$ cat src/rtl/iob_sync_asym_fifo_pkg.sv
// Shared width arithmetic for the asymmetric FIFO family (sync and future async variants).
package iob_sync_asym_fifo_pkg;

  function automatic int min_w(input int a, input int b);
    return (a < b) ? a : b;
  endfunction

  function automatic int max_w(input int a, input int b);
    return (a > b) ? a : b;
  endfunction

  function automatic int ratio(input int a, input int b);
    return max_w(a, b) / min_w(a, b);
  endfunction

  // Width in MIN_W units of one port word
  function automatic int units(input int port_w, input int a, input int b);
    return port_w / min_w(a, b);
  endfunction

  function automatic bit is_pow2(input int v);
    return (v > 0) && ((v & (v - 1)) == 0);
  endfunction

  function automatic int log2c(input int v);
    return $clog2(v);
  endfunction

endpackage

$ cat src/rtl/iob_t2p_asym_ram.sv
// Two-port asymmetric RAM addressed in MIN_W units; wide ports touch consecutive
// narrow entries, lowest address in the least significant slice. Registered read.
module iob_t2p_asym_ram
  import iob_sync_asym_fifo_pkg::*;
#(
  parameter int W_DATA_W = 32,
  parameter int R_DATA_W = 8,
  parameter int ADDR_W   = 6
) (
  input  logic                w_clk,
  input  logic                w_en,
  input  logic [ADDR_W-1:0]   w_addr,
  input  logic [W_DATA_W-1:0] w_data,
  input  logic                r_clk,
  input  logic                r_en,
  input  logic [ADDR_W-1:0]   r_addr,
  output logic [R_DATA_W-1:0] r_data
);
  localparam int MIN_W = min_w(W_DATA_W, R_DATA_W);
  localparam int WU    = units(W_DATA_W, W_DATA_W, R_DATA_W);
  localparam int RU    = units(R_DATA_W, W_DATA_W, R_DATA_W);

  logic [MIN_W-1:0] mem [2**ADDR_W];

  always_ff @(posedge w_clk) begin
    if (w_en)
      for (int i = 0; i < WU; i++)
        mem[w_addr + ADDR_W'(i)] <= w_data[i*MIN_W +: MIN_W];
  end

  always_ff @(posedge r_clk) begin
    if (r_en)
      for (int i = 0; i < RU; i++)
        r_data[i*MIN_W +: MIN_W] <= mem[r_addr + ADDR_W'(i)];
  end

endmodule

$ cat src/rtl/iob_sync_asym_fifo.sv
// Single-clock FIFO with differing write/read widths; occupancy kept in MIN_W units.
// Define IOB_SYNC_ASYM_FIFO_ALMOST_EN to add registered almost_full/almost_empty.
module iob_sync_asym_fifo
  import iob_sync_asym_fifo_pkg::*;
#(
  parameter int W_DATA_W        = 32,
  parameter int R_DATA_W        = 8,
  parameter int ADDR_W          = 6,
  parameter int ALMOST_FULL_TH  = 4,
  parameter int ALMOST_EMPTY_TH = 4
) (
  input  logic                clk,
  input  logic                rst_n,
  input  logic                w_en,
  input  logic [W_DATA_W-1:0] w_data,
  output logic                w_full,
  input  logic                r_en,
  output logic [R_DATA_W-1:0] r_data,
  output logic                r_empty,
  output logic [ADDR_W:0]     level
`ifdef IOB_SYNC_ASYM_FIFO_ALMOST_EN
  ,
  output logic                almost_full,
  output logic                almost_empty
`endif
);
  localparam int DEPTH = 2**ADDR_W;
  localparam int RATIO = ratio(W_DATA_W, R_DATA_W);
  localparam int WU    = units(W_DATA_W, W_DATA_W, R_DATA_W);
  localparam int RU    = units(R_DATA_W, W_DATA_W, R_DATA_W);

  localparam logic [ADDR_W:0] WU_L    = (ADDR_W+1)'(WU);
  localparam logic [ADDR_W:0] RU_L    = (ADDR_W+1)'(RU);
  localparam logic [ADDR_W:0] FULL_TH = (ADDR_W+1)'(DEPTH - WU);

  if (!is_pow2(RATIO) || (RATIO * min_w(W_DATA_W, R_DATA_W) != max_w(W_DATA_W, R_DATA_W)))
    begin : g_bad_ratio
      $error("width ratio must be a power of two");
    end
  if (DEPTH < 2 * RATIO || log2c(DEPTH) != ADDR_W) begin : g_bad_depth
    $error("2**ADDR_W must be at least twice the width ratio");
  end
  if (ALMOST_FULL_TH < 0 || ALMOST_FULL_TH > DEPTH ||
      ALMOST_EMPTY_TH < 0 || ALMOST_EMPTY_TH > DEPTH) begin : g_bad_th
    $error("almost thresholds out of range");
  end

  logic [ADDR_W-1:0] w_ptr, r_ptr;
  logic [ADDR_W:0]   level_nxt;
  logic              w_acc, r_acc;

  // Flags come straight off the registered level so reset forces them at once
  assign w_full  = level > FULL_TH;
  assign r_empty = level < RU_L;
  assign w_acc   = w_en & ~w_full;
  assign r_acc   = r_en & ~r_empty;

  always_comb begin
    level_nxt = level + (w_acc ? WU_L : '0) - (r_acc ? RU_L : '0);
  end

  always_ff @(posedge clk or negedge rst_n) begin
    if (!rst_n) begin
      w_ptr <= '0;
      r_ptr <= '0;
      level <= '0;
    end else begin
      if (w_acc) w_ptr <= w_ptr + ADDR_W'(WU);
      if (r_acc) r_ptr <= r_ptr + ADDR_W'(RU);
      level <= level_nxt;
    end
  end

`ifdef IOB_SYNC_ASYM_FIFO_ALMOST_EN
  localparam logic [ADDR_W:0] AF_L = (ADDR_W+1)'(DEPTH - ALMOST_FULL_TH);
  localparam logic [ADDR_W:0] AE_L = (ADDR_W+1)'(ALMOST_EMPTY_TH);

  always_ff @(posedge clk or negedge rst_n) begin
    if (!rst_n) begin
      almost_full  <= 1'b0;
      almost_empty <= 1'b1;
    end else begin
      almost_full  <= level_nxt >= AF_L;
      almost_empty <= level_nxt <= AE_L;
    end
  end
`endif

  // Pointers only advance on accepted requests, so the RAM never sees a blocked access
  iob_t2p_asym_ram #(
    .W_DATA_W(W_DATA_W),
    .R_DATA_W(R_DATA_W),
    .ADDR_W  (ADDR_W)
  ) u_ram (
    .w_clk (clk),
    .w_en  (w_acc),
    .w_addr(w_ptr),
    .w_data(w_data),
    .r_clk (clk),
    .r_en  (r_acc),
    .r_addr(r_ptr),
    .r_data(r_data)
  );

endmodule

$ cat config.mk
export PLATFORM = sky130hd
export DESIGN_NAME = iob_sync_asym_fifo
export DESIGN_NICKNAME = d
export VERILOG_FILES = /design/src/rtl/iob_sync_asym_fifo_pkg.sv /design/src/rtl/iob_t2p_asym_ram.sv /design/src/rtl/iob_sync_asym_fifo.sv
export SDC_FILE = /design/constraint.sdc
export NUM_CORES = 1
export LEC_CHECK = 0
export BUFFER_PORTS_ARGS = -buffer_cell sky130_fd_sc_hd__buf_4
export CORE_MARGIN = 1.5
export CORE_UTILIZATION = 45
export DETAILED_ROUTE_END_ITERATION = 6
export SLEW_MARGIN = 20
export SYNTH_ARGS = -nofsm -noshare
export SYNTH_HDL_FRONTEND = slang
export SYNTH_SLANG_ARGS = --single-unit
$ cat constraint.sdc
create_clock -name clk -period 6.8 [get_ports clk]
set_input_delay 0.68 -clock clk [delete_from_list [all_inputs] [get_ports clk]]
set_output_delay 0.68 -clock clk [all_outputs]
set_load 0.01 [all_outputs]
After elaboration in Yosys (flattened, before gate mapping)
Memories as Yosys holds them, arrays and structs flattened. A register that Yosys moved wholly into a read port is not among the register bits.
Index checks and enable logic that the tools add are counted.
{"block": "word_totals", "regBits": 19, "ramBits": 512, "in_bits": 36, "n_memories": 1}
{"block": "classes", "addsub": 7, "magnitude_cmp": 2, "mux": 4, "bitwise": 4}
{"memory": "u_ram.mem", "depth": 64, "word_bits": 8, "read_ports": 1, "rd_clocked_by_memory_dff": 1, "write_ports": 4, "line_no": "iob_t2p_asym_ram.sv:23", "rtl": "logic [MIN_W-1:0] mem [2**ADDR_W];"}
{"operator": "$add A6 B1 Y6 const B", "n": 2}
{"operator": "$add A6 B2 Y6 const B", "n": 2}
{"operator": "$add A7 B3 Y7", "n": 1}
{"operator": "$gt A7 B6 Y1 const B", "n": 1}
{"operator": "$lt A7 B1 Y1 const B", "n": 1}
{"operator": "$sub A7 B1 Y7", "n": 1}
{"operator": "$add A6 B3 Y6 const B", "n": 1}
{"operator": "$mux W1", "n": 3}
{"operator": "$mux W3", "n": 1}
{"operator": "$and A1 B1 Y1", "n": 2}
{"operator": "$not A1 Y1", "n": 2}

Longest topological paths before layout
Gate-level depths: netlist of run 1.
{"block": "logic_depth", "depth_word": 6, "depth_mapped": 14, "ltp_nobuf": 14}

By module
Synthesis of run 1 repeated with hierarchy kept, for this count alone.
{"block": "hier_totals", "hier_cells": 3816, "hier_area_um2": 37096.8}
{"mod": "iob_t2p_asym_ram", "instances": 1, "cells_each": 3727, "area_each_um2": 36060.8}
{"mod": "iob_sync_asym_fifo", "instances": 1, "cells_each": 89, "area_each_um2": 1036.0}

Worst setup path before layout of run 1
OpenSTA, ideal clock, no wires.
{"block": "synth_timing", "path_type": "register -> register", "from": "register level[6]", "to": "memory u_ram.mem[0][0] in the netlist's numbering, enable pin", "setup_ns": 0.461, "arrival_ns": 3.870, "required_time_ns": 6.339, "path_slack_ns": 2.469, "stages_incl_launch_ff": 9, "path_buffers": 0, "synth_period_minus_slack_ns": 4.331, "cell_sequence": "dfrtp_1 > inv_1 > ha_1 > nand3_1 > a41oi_1 > nor3b_2 > inv_1 > or3_1 > nor3_1"}
{"item": "from (decl)", "line_no": "iob_sync_asym_fifo.sv:20", "rtl": "output logic [ADDR_W:0] level"}
{"item": "from (signal assigned)", "line_no": "iob_sync_asym_fifo.sv:70", "rtl": "level <= level_nxt;"}
{"item": "to (decl)", "line_no": "iob_t2p_asym_ram.sv:23"}

==> results.cfg, run 1 <==
[power_and_ir_drop]
p_leak_nw = 7.96
peakVddDrop_mv = 0.217
total_power_mw = 9.73
power_density_nw_per_um2 = 407

[floorplan]
initial_core_util_pct = 45.5
fp.dieArea_um2 = 48200
ioPinCount = 53
fp.dieW_um = 219
core_area_um2 = 46400
die-height_um = 219
rows = 79

[critical_path]
crit_start = r_ptr[0]
arrival_ns = 3.68
cp_data_required_time_ns = 7.16
crit_fanout = 51
cp-end-kind = register
r2r_cells = 5
crit_type = register to register
reg2reg_from = r_ptr[0]
cp-start-kind = register

[layout]
nNetsFinal = 1194
syn2layout_area_growth_pct = 13.4
drive_gt1_share_pct = 21.2
diodes = 0
final_area_um2 = 23900

[routing]
ant_nets = 0
drt_iter0_drc = 1020
dr.pass1.iters = 5
vias = 10400
wl_um = 48000
drc_errors = 0
via_per_inst = 5.82
wl_per_cell_um = 26.8

[timing]
final-setup-viol-count = 0
tightest_slew_ns = 1.10
finalHoldViolations = 0
fmax_ghz = 0.301
fin_skew_ns = 0.0201
rsz0062_at_grt = no
slew_headroom_pct = 26.3
slew_violations = 0
finalCritPeriodShare_pct = 48.8
setup_tns_ns = 0
fin_crit_ns = 3.32
setup_ws_ns = 3.48

[synth]
synth.ff_latch_count = 537
synth.area.top_cells = edfxtp_1, mux4_2, mux2i_1
seq_area_frac_synth_pct = 76.1
syn-instance-count = 1057
syn_area_per_cell_um2 = 19.9
synthFlopType = edfxtp_1
netlist_area_um2 = 21100
syn_nets = 1110
synth_cell_types = 49
yosysWarnings = 0
synth_edf_count = 520
async_flop_share_pct = 3.17
yosys-top-cells-count = edfxtp_1, mux2i_1, mux4_2
synth.most_common_cell = edfxtp_1
synth_top_area_share_pct = 74.1
synth.largest_area_cell = edfxtp_1

[clock_network]
cts_tree = done
cts-resized-gates = 0
clockBufferDepth = 3
insertion_delay_ns = 0.60
cts_max_level = 2
cts.sinks = 537
path_clk_slew_ns = 0.06
clock-root-buffer = clkbuf_16
cts_buffers = 55

[place]
routabilityCongestion = 0.755
post-dp-hpwl_um = 27500
io_buffers = 52
placed_area_um2 = 22200
pre_cts_ws_ns = 3.43

[global_route]
overflow = 0
antenna_found_initial = 0
grt_pass1_vias = 10400
track_usage_pct = 20.5
grt_first_pass_wirelength_um = 70100
grt_max_degree = 58

[hold_path]
hold_depth = 1
min_path_type = input port to register
hp-start = w_data[10]

[outcome]
outcome = completed

[flow_run]
cap_violations = 0
[area by class of cell]
| cell class | count | area [um^2] |
|---|---|---|
| Sequential cell | 537 | 16000 |
| Multi-Input combinational cell | 446 | 4660 |
| Inverter | 14 | 52.6 |
| Timing Repair Buffer | 87 | 753 |
| Tap cell | 607 | 759 |
| Fill cell | 3617 | 22400 |
| Clock inverter | 28 | 208 |
| Clock buffer | 69 | 1430 |
[per-stage QoR]
step	std cells	hold slack (ns)	util [%]
2_1_floorplan	1057	0.384	-
3_3_place_gp	1686	0.542	47.8
3_5_place_dp	1688	0.544	47.9
4_1_cts	1786	0.400	51.5
5_1_grt	1788	0.422	51.6
6_report	1788	0.415	51.6
[worst max-delay path, cell delays in order (launching register included)]
cell	delay (ns)
dfrtp_4	1.05
buf_4	0.77
mux4_2	0.59
a211oi_1	0.28
a22oi_1	0.13
a21o_1	0.19
[flip-flops by register name, summed over array words and instances (netlist names)]
signal and count:
r_ptr 6, u_ram.r_data 8, w_ptr 4, level 7, u_ram.mem 512
[path summary, 6_finish.rpt]
check	endpoint	slack, ns
worst min-delay path	u_ram.mem[37][2]	0.41
min in group asynchronous	r_ptr[4]	0.52
worst min register to register	w_ptr[4]	0.55
worst max register to register	u_ram.r_data[1]	3.48
max in group asynchronous	r_ptr[0]	6.02
worst max-delay path	u_ram.r_data[1]	3.48
[cells in the final DEF (no fill, tap or decap), drive strengths merged, types with 4 or more instances in the layout]
cell    netlist  layout
a211oi       15      15
a21o          6       6
a21oi        22      22
a221oi       30      30
a22oi         9       9
buf          35      86
clkbuf       25      69
clkinv        0      21
dfrtp        17      17
edfxtp      520     520
ha           16      16
inv          14      15
mux2i       131     131
mux4         64      64
nand2        21      21
nand3         6       6
nand3b        4       4
nor2         17      17
nor3          4       4
o21ai        30      30
o221ai       16      16
o22ai        15      15
xnor2         8       8
xor2          4       4
[where the power goes]
group,switching [mW],internal (mW),total (mW)
combinational,1.53,1.18,2.71
clock,1.19,1.59,2.78
sequential,0.306,3.94,4.24
[what timing repair did]
item                                   4_1_cts  5_1_grt
endpoints found under the hold margin       17        0
hold buffers                                 1        0
setup buffers                                0        0
[layer usage]
| layer | routed length (um) | vias to the layer above | GRT usage (%) | share of wire [%] |
|---|---|---|---|---|
| met2 | 23400 | 292 | 33.2 | 49 |
| met1 | 21000 | 5515 | 28.5 | 44 |
| met5 | 0 | - | 0 | 0 |
| met4 | 1070 | 0 | 5.94 | 2.2 |
| li1 | - | 4534 | - | - |
| met3 | 2530 | 65 | 3.53 | 5.3 |
[kinds of logic after synthesis]
family,share of synthesized area (%)
multiplexers,13.2
buffers and inverters,2.37
flip-flops,76.1
adder cells (fa/ha/maj),1.04
XOR/XNOR,0.499
AO/OA/AOI/OAI,5.29
AND/OR/NAND/NOR,1.54
(Power assumes the default switching activity.)
==> inputs of run 2 (changes only) <==
Clock period 6.8 ns to 3.4 ns, I/O delays scaled along.
==> results.cfg, run 2 (synthesis gave the netlist of run 1 again) <==
[outcome]
outcome = completed

[routing]
wl_um = 48200
via_per_inst = 5.74
wl_per_cell_um = 26.5
ant_nets = 0
vias = 10400
drt_iter0_drc = 691
dr.pass1.iters = 5
drc_errors = 0

[global_route]
grt_first_pass_wirelength_um = 71600
antenna_found_initial = 0
track_usage_pct = 20.7
grt_max_degree = 38
grt_pass1_vias = 10700
overflow = 0

[layout]
nNetsFinal = 1226
reg_top3 = u_ram.mem: 512 flops, u_ram.r_data: 8 flops, level: 7 flops
layout_common_cells = edfxtp_1, mux2i_1, buf_4
final_area_um2 = 24200
regMostFlops = u_ram.mem
syn2layout_area_growth_pct = 14.8
diodes = 0
largest_reg_flops = 512
final_common_cell = edfxtp_1
nFillCells = 3566
drive_gt1_share_pct = 23.3
final_cells = 1820
final_util_pct = 52.2

[timing]
setup_ws_ns = 0.741
finalCritPeriodShare_pct = 78.2
rsz0062_at_grt = no
final-setup-viol-count = 0
finalHoldViolations = 0
fmax_ghz = 0.376
fin_skew_ns = 0.0170
tightest_slew_ns = 1.02
slew_violations = 0
slew_headroom_pct = 31.9
fin_crit_ns = 2.66

[hold_path]
hp-start = w_data[19]
hold_depth = 1
min_path_type = input port to register
holdPathEnd = u_ram.mem[54][3]

[critical_path]
crit_fanout = 4
arrival_ns = 3.17
r2r_slack_ns = 0.74
crit_type = register to register
reg2reg_to = level[6]
r2r_cells = 14
cp-end-kind = register
cp-start-kind = register
crit_start = level[6]
reg2reg_from = level[6]
cp_data_required_time_ns = 3.91

[clock_network]
clock-root-buffer = clkbuf_16
cts_buffers = 53
cts-resized-gates = 0
cts.sinks = 537
cts_tree = done
cts_max_level = 2
insertion_delay_ns = 0.60
clockBufferDepth = 3
path_clk_slew_ns = 0.06

[place]
io_buffers = 52
post-dp-hpwl_um = 28400
placed_area_um2 = 22500
pre_cts_ws_ns = 0.748
routabilityCongestion = 0.771
place.detailed.instances = 1724

[floorplan]
fp.dieW_um = 219
ioPinCount = 53
rows = 79
initial_core_util_pct = 45.5
die-height_um = 219
core_area_um2 = 46400
fp.dieArea_um2 = 48200

[power_and_ir_drop]
power_density_nw_per_um2 = 821
peakVddDrop_mv = 0.537
p_leak_nw = 8.15

[flow_run]
cap_violations = 0
run 2: through the flow:
stage / setup TNS [ns] / hold slack [ns] / total power [mW]
after floorplan: -4.67 / 0.0444 / 12.4
after global placement: 0 / 0.243 / 14.4
after detailed placement: 0 / 0.242 / 14.4
after CTS: 0 / 0.0791 / 20.1
after global routing: 0 / 0.0914 / 20.7
final: 0 / 0.104 / 19.9
run 2: worst max-delay path by stage:
stage                       endpoint  slack, ns  cells past startpoint
finish                      level[6]       0.74                     14
global route                level[6]       0.48                     14
CTS                         level[6]       0.75                     14
detailed placement   u_ram.r_data[6]       0.75                      6
global placement     u_ram.r_data[6]       0.75                      6
floorplan           u_ram.mem[10][0]      -0.07                      8
run 2: final cells by class:
class                      count  area, um^2  share of cell area (%)
clock buffer                  65        1410                    5.84
clock inverter                30         236                   0.977
inverter                      14        52.6                   0.217
multi-input combinational    446        4680                    19.3
sequential                   537       16000                    66.3
tap                          607         759                    3.14
timing repair buffer         121        1010                    4.18
run 2: power by group:
group,switching (mW),leakage [nW],internal (mW)
registers,0.462,4.89,7.88
logic,3.34,2.45,2.57
clock network,2.39,0.807,3.23
total,6.19,8.15,13.7
run 2: critical path: stages, from the launching register on:
cell and delay (ns):
dfrtp_1 0.41, inv_1 0.11, ha_1 0.15, nand3_1 0.07, a41oi_1 0.25, nor3b_2 0.09, inv_1 0.14, ha_1 0.24
inv_1 0.08, ha_1 0.23, a21o_1 0.15, a21oi_1 0.21, o21bai_1 0.09, a21oi_1 0.20, xor2_1 0.16
run 2: repair_timing:
action	4_1_cts	5_1_grt
hold buffers	1	0
buffers inserted	0	0
hold endpoints to repair	17	0
run 2: metal layers:
metal / GRT usage [%] / vias up / wire, um
met5: 0 / - / 0
met4: 5.98 / 0 / 1130
met3: 3.49 / 69 / 2560
met2: 32.8 / 295 / 23100
met1: 29.4 / 5491 / 21400
li1: - / 4584 / -
